===== config.mk =====
export PLATFORM = sky130hd
export DESIGN_NAME = uart_rx
export DESIGN_NICKNAME = d
export VERILOG_FILES = /design/src/rtl/uart_rx_pkg.sv /design/src/rtl/uart_rx_fifo.sv /design/src/rtl/uart_rx.sv
export SDC_FILE = /design/constraint.sdc
export NUM_CORES = 1
export LEC_CHECK = 0
export CAP_MARGIN = 20
export CORE_UTILIZATION = 58
export DETAILED_ROUTE_END_ITERATION = 8
export HOLD_SLACK_MARGIN = 0.1
export PLACE_DENSITY_LB_ADDON = 0.25
export SYNTH_ARGS = -nofsm -noshare
export SYNTH_HDL_FRONTEND = slang
export SYNTH_HIERARCHICAL = 1
export SYNTH_SLANG_ARGS = --single-unit

===== constraint.sdc =====
create_clock -name clk -period 6.35 [get_ports clk]
set_input_delay 1.27 -clock clk [delete_from_list [all_inputs] [get_ports clk]]
set_output_delay 1.27 -clock clk [all_outputs]
set_load 0.01 [all_outputs]

===== src/rtl/uart_rx_pkg.sv =====
// Shared definitions for the uart_rx block: register map, CTRL/STATUS bit
// positions, receiver FSM encoding, prescaler reset/minimum and FIFO depth.
// The buffer style is selected in uart_rx by the UART_RX_FIFO_EN macro.
package uart_rx_pkg;

  localparam int unsigned DATA_W  = 32;
  localparam int unsigned ADDR_W  = 5;
  localparam int unsigned STRB_W  = 4;
  localparam int unsigned PRESC_W = 16;
  localparam int unsigned BYTE_W  = 8;
  localparam int unsigned BIT_IDX_W = 3;

  // Register byte offsets
  localparam logic [ADDR_W-1:0] ADDR_CTRL   = 5'h00;
  localparam logic [ADDR_W-1:0] ADDR_PRESC  = 5'h04;
  localparam logic [ADDR_W-1:0] ADDR_STATUS = 5'h08;
  localparam logic [ADDR_W-1:0] ADDR_RXDATA = 5'h0C;

  // CTRL bit positions
  localparam int unsigned CTRL_ENABLE = 0;
  localparam int unsigned CTRL_FLUSH  = 1;
  localparam int unsigned CTRL_IRQ_EN = 2;

  // STATUS bit positions
  localparam int unsigned STAT_NOT_EMPTY = 0;
  localparam int unsigned STAT_FULL      = 1;
  localparam int unsigned STAT_OVERRUN   = 2;
  localparam int unsigned STAT_FRAME_ERR = 3;

  // Prescaler reset value and the smallest bit period the receiver uses
  localparam logic [PRESC_W-1:0] PRESC_RESET = 16'd16;
  localparam logic [PRESC_W-1:0] PRESC_MIN   = 16'd4;

  // Receive FIFO depth when the FIFO build is selected
  localparam int unsigned FIFO_DEPTH = 8;

  typedef enum logic [1:0] {
    ST_IDLE  = 2'd0,
    ST_START = 2'd1,
    ST_DATA  = 2'd2,
    ST_STOP  = 2'd3
  } rx_state_e;

  // Bit period actually used by the receiver (small values are clamped)
  function automatic logic [PRESC_W-1:0] eff_presc(input logic [PRESC_W-1:0] p);
    return (p < PRESC_MIN) ? PRESC_MIN : p;
  endfunction

endpackage


===== src/rtl/uart_rx_fifo.sv =====
// Synchronous FIFO used as the receive buffer: push/pop/flush with
// full/empty flags. A pop frees a slot in the same cycle, so a simultaneous
// push into a full FIFO is accepted.
module uart_rx_fifo #(
  parameter int unsigned WIDTH = 8,
  parameter int unsigned DEPTH = 8
) (
  input  logic             clk,
  input  logic             reset,
  input  logic             push,
  input  logic [WIDTH-1:0] push_data,
  input  logic             pop,
  input  logic             flush,
  output logic [WIDTH-1:0] head_c,
  output logic             full_c,
  output logic             empty_c
);

  localparam int unsigned AW = (DEPTH > 1) ? $clog2(DEPTH) : 1;
  localparam int unsigned CW = $clog2(DEPTH + 1);

  logic [WIDTH-1:0] mem [DEPTH];
  logic [AW-1:0]    wr_ptr;
  logic [AW-1:0]    rd_ptr;
  logic [CW-1:0]    count;
  logic             do_push;
  logic             do_pop;

  // Pointer advance with explicit wrap so any depth works
  function automatic logic [AW-1:0] ptr_next(input logic [AW-1:0] p);
    return (p == AW'(DEPTH - 1)) ? '0 : p + AW'(1);
  endfunction

  // Occupancy flags and accepted-operation qualifiers
  always_comb begin
    full_c  = (count == CW'(DEPTH));
    empty_c = (count == '0);
    do_pop  = pop & ~empty_c;
    do_push = push & (~full_c | do_pop);
    head_c  = mem[rd_ptr];
  end

  // Storage write; flush takes precedence over a same-cycle push
  always_ff @(posedge clk) begin
    if (do_push && !flush) begin
      mem[wr_ptr] <= push_data;
    end
  end

  // Pointers and occupancy count
  always_ff @(posedge clk) begin
    if (reset || flush) begin
      wr_ptr <= '0;
      rd_ptr <= '0;
      count  <= '0;
    end else begin
      if (do_push) wr_ptr <= ptr_next(wr_ptr);
      if (do_pop)  rd_ptr <= ptr_next(rd_ptr);
      case ({do_push, do_pop})
        2'b10:   count <= count + CW'(1);
        2'b01:   count <= count - CW'(1);
        default: count <= count;
      endcase
    end
  end

endmodule


===== src/rtl/uart_rx.sv =====
// UART receiver (8N1, LSB first) with a small register bus.
// Build option: define UART_RX_FIFO_EN for an 8-entry receive FIFO;
// otherwise a single holding register is used (full whenever not empty).
module uart_rx
  import uart_rx_pkg::*;
(
  input  logic              clk,
  input  logic              reset,
  input  logic              select,
  input  logic [STRB_W-1:0] wstrb,
  input  logic [ADDR_W-1:0] addr,
  input  logic [DATA_W-1:0] data_i,
  output logic              ready,
  output logic [DATA_W-1:0] data_o,
  input  logic              rx,
  output logic              irq
);

  // Configuration and status registers
  logic               enable;
  logic               irq_en;
  logic [PRESC_W-1:0] presc;
  logic               overrun;
  logic               frame_err;

  // Bus handshake
  logic               done;
  logic               access_c;
  logic               wr_c;
  logic               rd_c;
  logic [DATA_W-1:0]  rdata_c;

  // Serial input conditioning
  logic               rx_meta;
  logic               rx_sync;
  logic               rx_prev;
  logic               fall_c;

  // Receiver FSM and datapath
  rx_state_e            state;
  rx_state_e            state_next;
  logic [PRESC_W-1:0]   cnt;
  logic [PRESC_W-1:0]   period_c;
  logic [PRESC_W-1:0]   half_m1_c;
  logic [PRESC_W-1:0]   full_m1_c;
  logic                 tick_c;
  logic [BIT_IDX_W-1:0] bit_idx;
  logic [BYTE_W-1:0]    shift;
  logic                 push_c;
  logic                 ferr_c;

  // Receive buffer interface
  logic              pop_c;
  logic              flush_c;
  logic              ovr_set_c;
  logic [BYTE_W-1:0] buf_head;
  logic              buf_full;
  logic              buf_empty;

  logic unused_bits;
  assign unused_bits = ^data_i[DATA_W-1:PRESC_W];

  // Bus decode: one access per select assertion
  always_comb begin
    access_c  = select & ~done;
    wr_c      = access_c & (|wstrb);
    rd_c      = access_c & ~(|wstrb);
    pop_c     = rd_c & (addr == ADDR_RXDATA);
    flush_c   = wr_c & (addr == ADDR_CTRL) & wstrb[0] & data_i[CTRL_FLUSH];
    ovr_set_c = push_c & buf_full & ~pop_c;
  end

  // Read data mux; flush always reads back as 0
  always_comb begin
    rdata_c = '0;
    case (addr)
      ADDR_CTRL:   rdata_c = {29'b0, irq_en, 1'b0, enable};
      ADDR_PRESC:  rdata_c = {16'b0, presc};
      ADDR_STATUS: rdata_c = {28'b0, frame_err, overrun, buf_full, ~buf_empty};
      ADDR_RXDATA: rdata_c = buf_empty ? '0 : {24'b0, buf_head};
      default:     rdata_c = '0;
    endcase
  end

  // Ready pulse, read data and the re-arm flag that waits for select low
  always_ff @(posedge clk) begin
    if (reset) begin
      ready  <= 1'b0;
      data_o <= '0;
      done   <= 1'b0;
    end else begin
      ready  <= access_c;
      data_o <= access_c ? rdata_c : '0;
      if (!select) begin
        done <= 1'b0;
      end else if (access_c) begin
        done <= 1'b1;
      end
    end
  end

  // Register writes (byte-lane masked) and sticky error flags with W1C
  always_ff @(posedge clk) begin
    if (reset) begin
      enable    <= 1'b0;
      irq_en    <= 1'b0;
      presc     <= PRESC_RESET;
      overrun   <= 1'b0;
      frame_err <= 1'b0;
    end else begin
      if (wr_c && addr == ADDR_CTRL && wstrb[0]) begin
        enable <= data_i[CTRL_ENABLE];
        irq_en <= data_i[CTRL_IRQ_EN];
      end
      if (wr_c && addr == ADDR_PRESC) begin
        if (wstrb[0]) presc[7:0]  <= data_i[7:0];
        if (wstrb[1]) presc[15:8] <= data_i[15:8];
      end
      if (wr_c && addr == ADDR_STATUS && wstrb[0]) begin
        overrun   <= (overrun & ~data_i[STAT_OVERRUN]) | ovr_set_c;
        frame_err <= (frame_err & ~data_i[STAT_FRAME_ERR]) | ferr_c;
      end else begin
        overrun   <= overrun | ovr_set_c;
        frame_err <= frame_err | ferr_c;
      end
    end
  end

  // Interrupt: data available and enabled
  always_ff @(posedge clk) begin
    if (reset) begin
      irq <= 1'b0;
    end else begin
      irq <= irq_en & ~buf_empty;
    end
  end

  // Two-flop synchronizer plus one history flop for edge detection
  always_ff @(posedge clk) begin
    if (reset) begin
      rx_meta <= 1'b1;
      rx_sync <= 1'b1;
      rx_prev <= 1'b1;
    end else begin
      rx_meta <= rx;
      rx_sync <= rx_meta;
      rx_prev <= rx_sync;
    end
  end

  // Bit timing: half period in START, full period in DATA/STOP
  always_comb begin
    fall_c    = rx_prev & ~rx_sync;
    period_c  = eff_presc(presc);
    half_m1_c = (period_c >> 1) - PRESC_W'(1);
    full_m1_c = period_c - PRESC_W'(1);
    if (state == ST_IDLE) begin
      tick_c = 1'b0;
    end else if (state == ST_START) begin
      tick_c = (cnt == half_m1_c);
    end else begin
      tick_c = (cnt == full_m1_c);
    end
  end

  // FSM state register
  always_ff @(posedge clk) begin
    if (reset) begin
      state <= ST_IDLE;
    end else begin
      state <= state_next;
    end
  end

  // FSM next-state logic; dropping enable aborts any frame in progress
  always_comb begin
    state_next = state;
    if (!enable) begin
      state_next = ST_IDLE;
    end else begin
      case (state)
        ST_IDLE:  if (fall_c) state_next = ST_START;
        ST_START: if (tick_c) state_next = rx_sync ? ST_IDLE : ST_DATA;
        ST_DATA:  if (tick_c && bit_idx == BIT_IDX_W'(7)) state_next = ST_STOP;
        ST_STOP:  if (tick_c) state_next = ST_IDLE;
        default:  state_next = ST_IDLE;
      endcase
    end
  end

  // FSM outputs: stop-bit verdict
  always_comb begin
    push_c = 1'b0;
    ferr_c = 1'b0;
    if (state == ST_STOP && enable && tick_c) begin
      if (rx_sync) begin
        push_c = 1'b1;
      end else begin
        ferr_c = 1'b1;
      end
    end
  end

  // Receive datapath: period counter, bit index and LSB-first shifter
  always_ff @(posedge clk) begin
    if (reset) begin
      cnt     <= '0;
      bit_idx <= '0;
      shift   <= '0;
    end else begin
      if (state == ST_IDLE || state_next != state || tick_c) begin
        cnt <= '0;
      end else begin
        cnt <= cnt + PRESC_W'(1);
      end
      if (state != ST_DATA) begin
        bit_idx <= '0;
      end else if (tick_c) begin
        bit_idx <= bit_idx + BIT_IDX_W'(1);
      end
      if (state == ST_DATA && tick_c) begin
        shift <= {rx_sync, shift[BYTE_W-1:1]};
      end
    end
  end

`ifdef UART_RX_FIFO_EN
  uart_rx_fifo #(
    .WIDTH (BYTE_W),
    .DEPTH (FIFO_DEPTH)
  ) u_fifo (
    .clk       (clk),
    .reset     (reset),
    .push      (push_c),
    .push_data (shift),
    .pop       (pop_c),
    .flush     (flush_c),
    .head_c    (buf_head),
    .full_c    (buf_full),
    .empty_c   (buf_empty)
  );
`else
  logic              hold_valid;
  logic [BYTE_W-1:0] hold_data;

  // Single holding register; a pop frees it for a same-cycle push
  always_ff @(posedge clk) begin
    if (reset) begin
      hold_valid <= 1'b0;
      hold_data  <= '0;
    end else if (flush_c) begin
      hold_valid <= 1'b0;
    end else if (push_c && (!hold_valid || pop_c)) begin
      hold_valid <= 1'b1;
      hold_data  <= shift;
    end else if (pop_c) begin
      hold_valid <= 1'b0;
    end
  end

  assign buf_head  = hold_data;
  assign buf_full  = hold_valid;
  assign buf_empty = ~hold_valid;
`endif

endmodule


==> metrics.csv <==
metric,value,unit
CP Capture Type,flip-flop,
vias in the first global route,3777,
clock slew at reported path FFs,0.08,ns
maximum fanout along the worst path,26,
I/O Buffers,46,
critical path's top delay family,simple AND/OR/NAND/NOR gates,
Vias per Instance,5.97,
Cell Rows,31,
reg2reg start,state[0],
P per Cell Area,176,nW/um^2
WP buf/inv,1,
R2R Setup Slk,1.86,ns
Finished Core Util,69.2,%
n_diodes,0,
worst path cell trace,"nor2b_2, buf_4, mux2_2, o21ai_0, ha_1, nand2b_1, nor3_1, a21oi_1, o21a_1, or3_1, or4b_1, or4b_1, mux2i_1",
Die ar.,8190,sq um
Starting Density,61.3,%
post-synthesis sequential area ratio,35.3,%
Final Slew Violations,0,
min cycle time layout,4.49,ns
total CTS buffers,9,
post-route cell area,5130,sq um
postcts setup bufs,0,
most frequent CP cell,or4b_1,
antenna-violating nets left,0,
Synth Cell Area,4540,sq um
reg2reg end,shift[4],
core region area,7410,sq um
Resized cells post-CTS,0,
share of cells above drive strength 1,7.21,%
synthesized area per cell,8.67,sq um
drt initial violations,289,
Setup crit start kind,flip-flop,
CTS H-tree depth,3,
crit path max-delay cell type,or4b_1,
"Setup violations, final",0,
DRC viols,0,
antenna violations before repair,0,
critical path depth,13,
IO Pins,79,
area grow syn2layout,13.0,%
Worst Setup EP,shift[4],
"FFs w/ async S/R, synth",0,%
Yosys reg bits,80,
Final #Nets,599,
Worst-Skew Late Latency,0.37,ns
endpoints failing hold,0,
Hold Path Depth,1,
RSZ-0062 raised after global routing,false,
critical path's largest stage delay,0.72,ns
worst-margin pin slew,0.900,ns
CTS tree,built,
worst hold margin,0.421,ns
P_leak,2.09,nW
final cycle utilization of the critical path,70.8,%
"most common cell after layout, fill and taps aside",dfxtp_1,
Max clock buf depth,2,
Die Span X,90.5,um
Setup crit start,state[0],
Synth Flop Type,dfxtp_1,
Post-synth EDFFs,0,
Vias,3907,
placed instance area,4930,sq um
max-cap viol count,0,
Achievable Freq,223,MHz
GP Congestion,0.914,
global-route usage over all layers,27.9,%
Detailed Place HPWL,7930,um
Syn Inst Count,524,
Worst Hold Class,reg2reg,
First-pass DRT Iterations,6,
Post-CTS Hold Fix Bufs,0,
grt ovf,0,
largest net degree at the start of global routing,28,
first-pass GRT wire length,18500,um
# clock sinks,80,
root buf cell,clkbuf_8,
Worst Clk Skew,0.0155,ns
Vert. Die Dim,90.5,um
Worst Setup Path Type,reg2reg,
Setup TNS,0,ns
routed wire length,10800,um
status,"complete, no violations",
critical path required time,6.59,ns
worst reg2reg path depth,13,
Worst EP arrival,4.73,ns
Yosys cell types,74,
DR WL/cell,16.5,um
headroom to the max-slew limit,39.8,%
synth warn,6,
Max IR drop VDD,181,uV
"commonest cells after routing, fill and taps aside","dfxtp_1, nor2_1, clkdlybuf4s50_1",
==> final cells by class <==
cell class	count	area, sq um
inverter	10	37.5
multi-input combinational	400	2690
sequential	80	1600
timing repair buffer	49	483
fill	608	2280
clock buffer	11	151
tap	99	124
clock inverter	5	38.8
==> power breakdown <==
group | total (W) | switching (W) | internal (W)
logic | 0.0000427 | 0.0000214 | 0.0000213
clock network | 0.000356 | 0.000191 | 0.000165
registers | 0.000505 | 0.00000184 | 0.000503
==> flip-flops by register name (all words and copies together), names as in the netlist <==
name       cells
frame_err      1
buf_head       8
irq            1
state          2
rx_sync        1
data_o        16
ready          1
cnt           16
rx_meta        1
buf_full       1
done           1
enable         1
bit_idx        3
rx_prev        1
shift          8
irq_en         1
presc         16
overrun        1
==> synthesized netlist by cell type (3+ instances only) <==
library cell,n,area share [%]
nand4b_1,4,0.77
nand4_1,4,0.55
nor3b_1,5,0.83
a32o_1,3,0.66
a31oi_1,6,0.83
ha_1,4,1.1
nor3_1,25,2.8
or3_1,6,0.83
nand3b_1,4,0.66
and2_1,4,0.55
xor2_1,18,3.5
nor4_1,5,0.69
and3b_1,5,0.96
xnor2_1,14,2.7
dfxtp_1,80,35
nand2b_1,4,0.55
buf_2,9,0.99
clkbuf_1,21,1.7
o211ai_1,4,0.66
o21ai_0,12,1.3
nand2_1,39,3.2
nand3_1,19,2.1
a211o_1,3,0.58
a22oi_1,4,0.66
and3_1,14,1.9
mux2i_1,42,9.3
a21oi_1,11,1.2
buf_4,17,2.8
nor2_1,47,3.9
nor2b_1,15,2.1
a211oi_1,8,1.3
or2_2,4,0.55
inv_1,10,0.83
==> routing by layer <==
| metal | track usage [%] | part of all wire [%] | routed length (um) |
|---|---|---|---|
| met1 | 34.4 | 42 | 4590 |
| met3 | 5.30 | 6.3 | 682 |
| met2 | 46.8 | 48 | 5170 |
| met5 | 0 | 0 | 0 |
| met4 | 12.8 | 3.3 | 356 |
==> through the flow <==
step	worst slack (ns)	total power, W	std cells
floorplan	2.64	0.000543	539
global placement	2.00	0.000558	637
detailed placement	1.92	0.000559	637
CTS	1.91	0.000911	653
global route	1.63	0.000935	654
finish	1.86	0.000904	654
==> cells by family (layout without fill, tap and decap cells) <==
family | after synthesis | after routing | share of synthesized area [%]
DFF | 80 | 80 | 35.3
xor gates and xnor gates | 32 | 32 | 6.17
other | 1 | 16 | 0.0826
muxes | 43 | 43 | 9.51
AOI/OAI and AO/OA | 85 | 85 | 13.9
buffers and inverters | 59 | 75 | 6.72
adders and majority gates | 4 | 4 | 1.10
and+or+nand+nor | 220 | 220 | 27.3
==> worst min-delay path by stage <==
stage,start,to,slack [ns]
CTS,rx_meta,rx_sync,0.42
floorplan,rx_meta,rx_sync,0.39
global route,rx_meta,rx_sync,0.45
finish,rx_meta,rx_sync,0.42
detailed placement,rx_meta,rx_sync,0.40
global placement,rx_meta,rx_sync,0.40
Note: power is estimated with default switching activity, not from simulation.
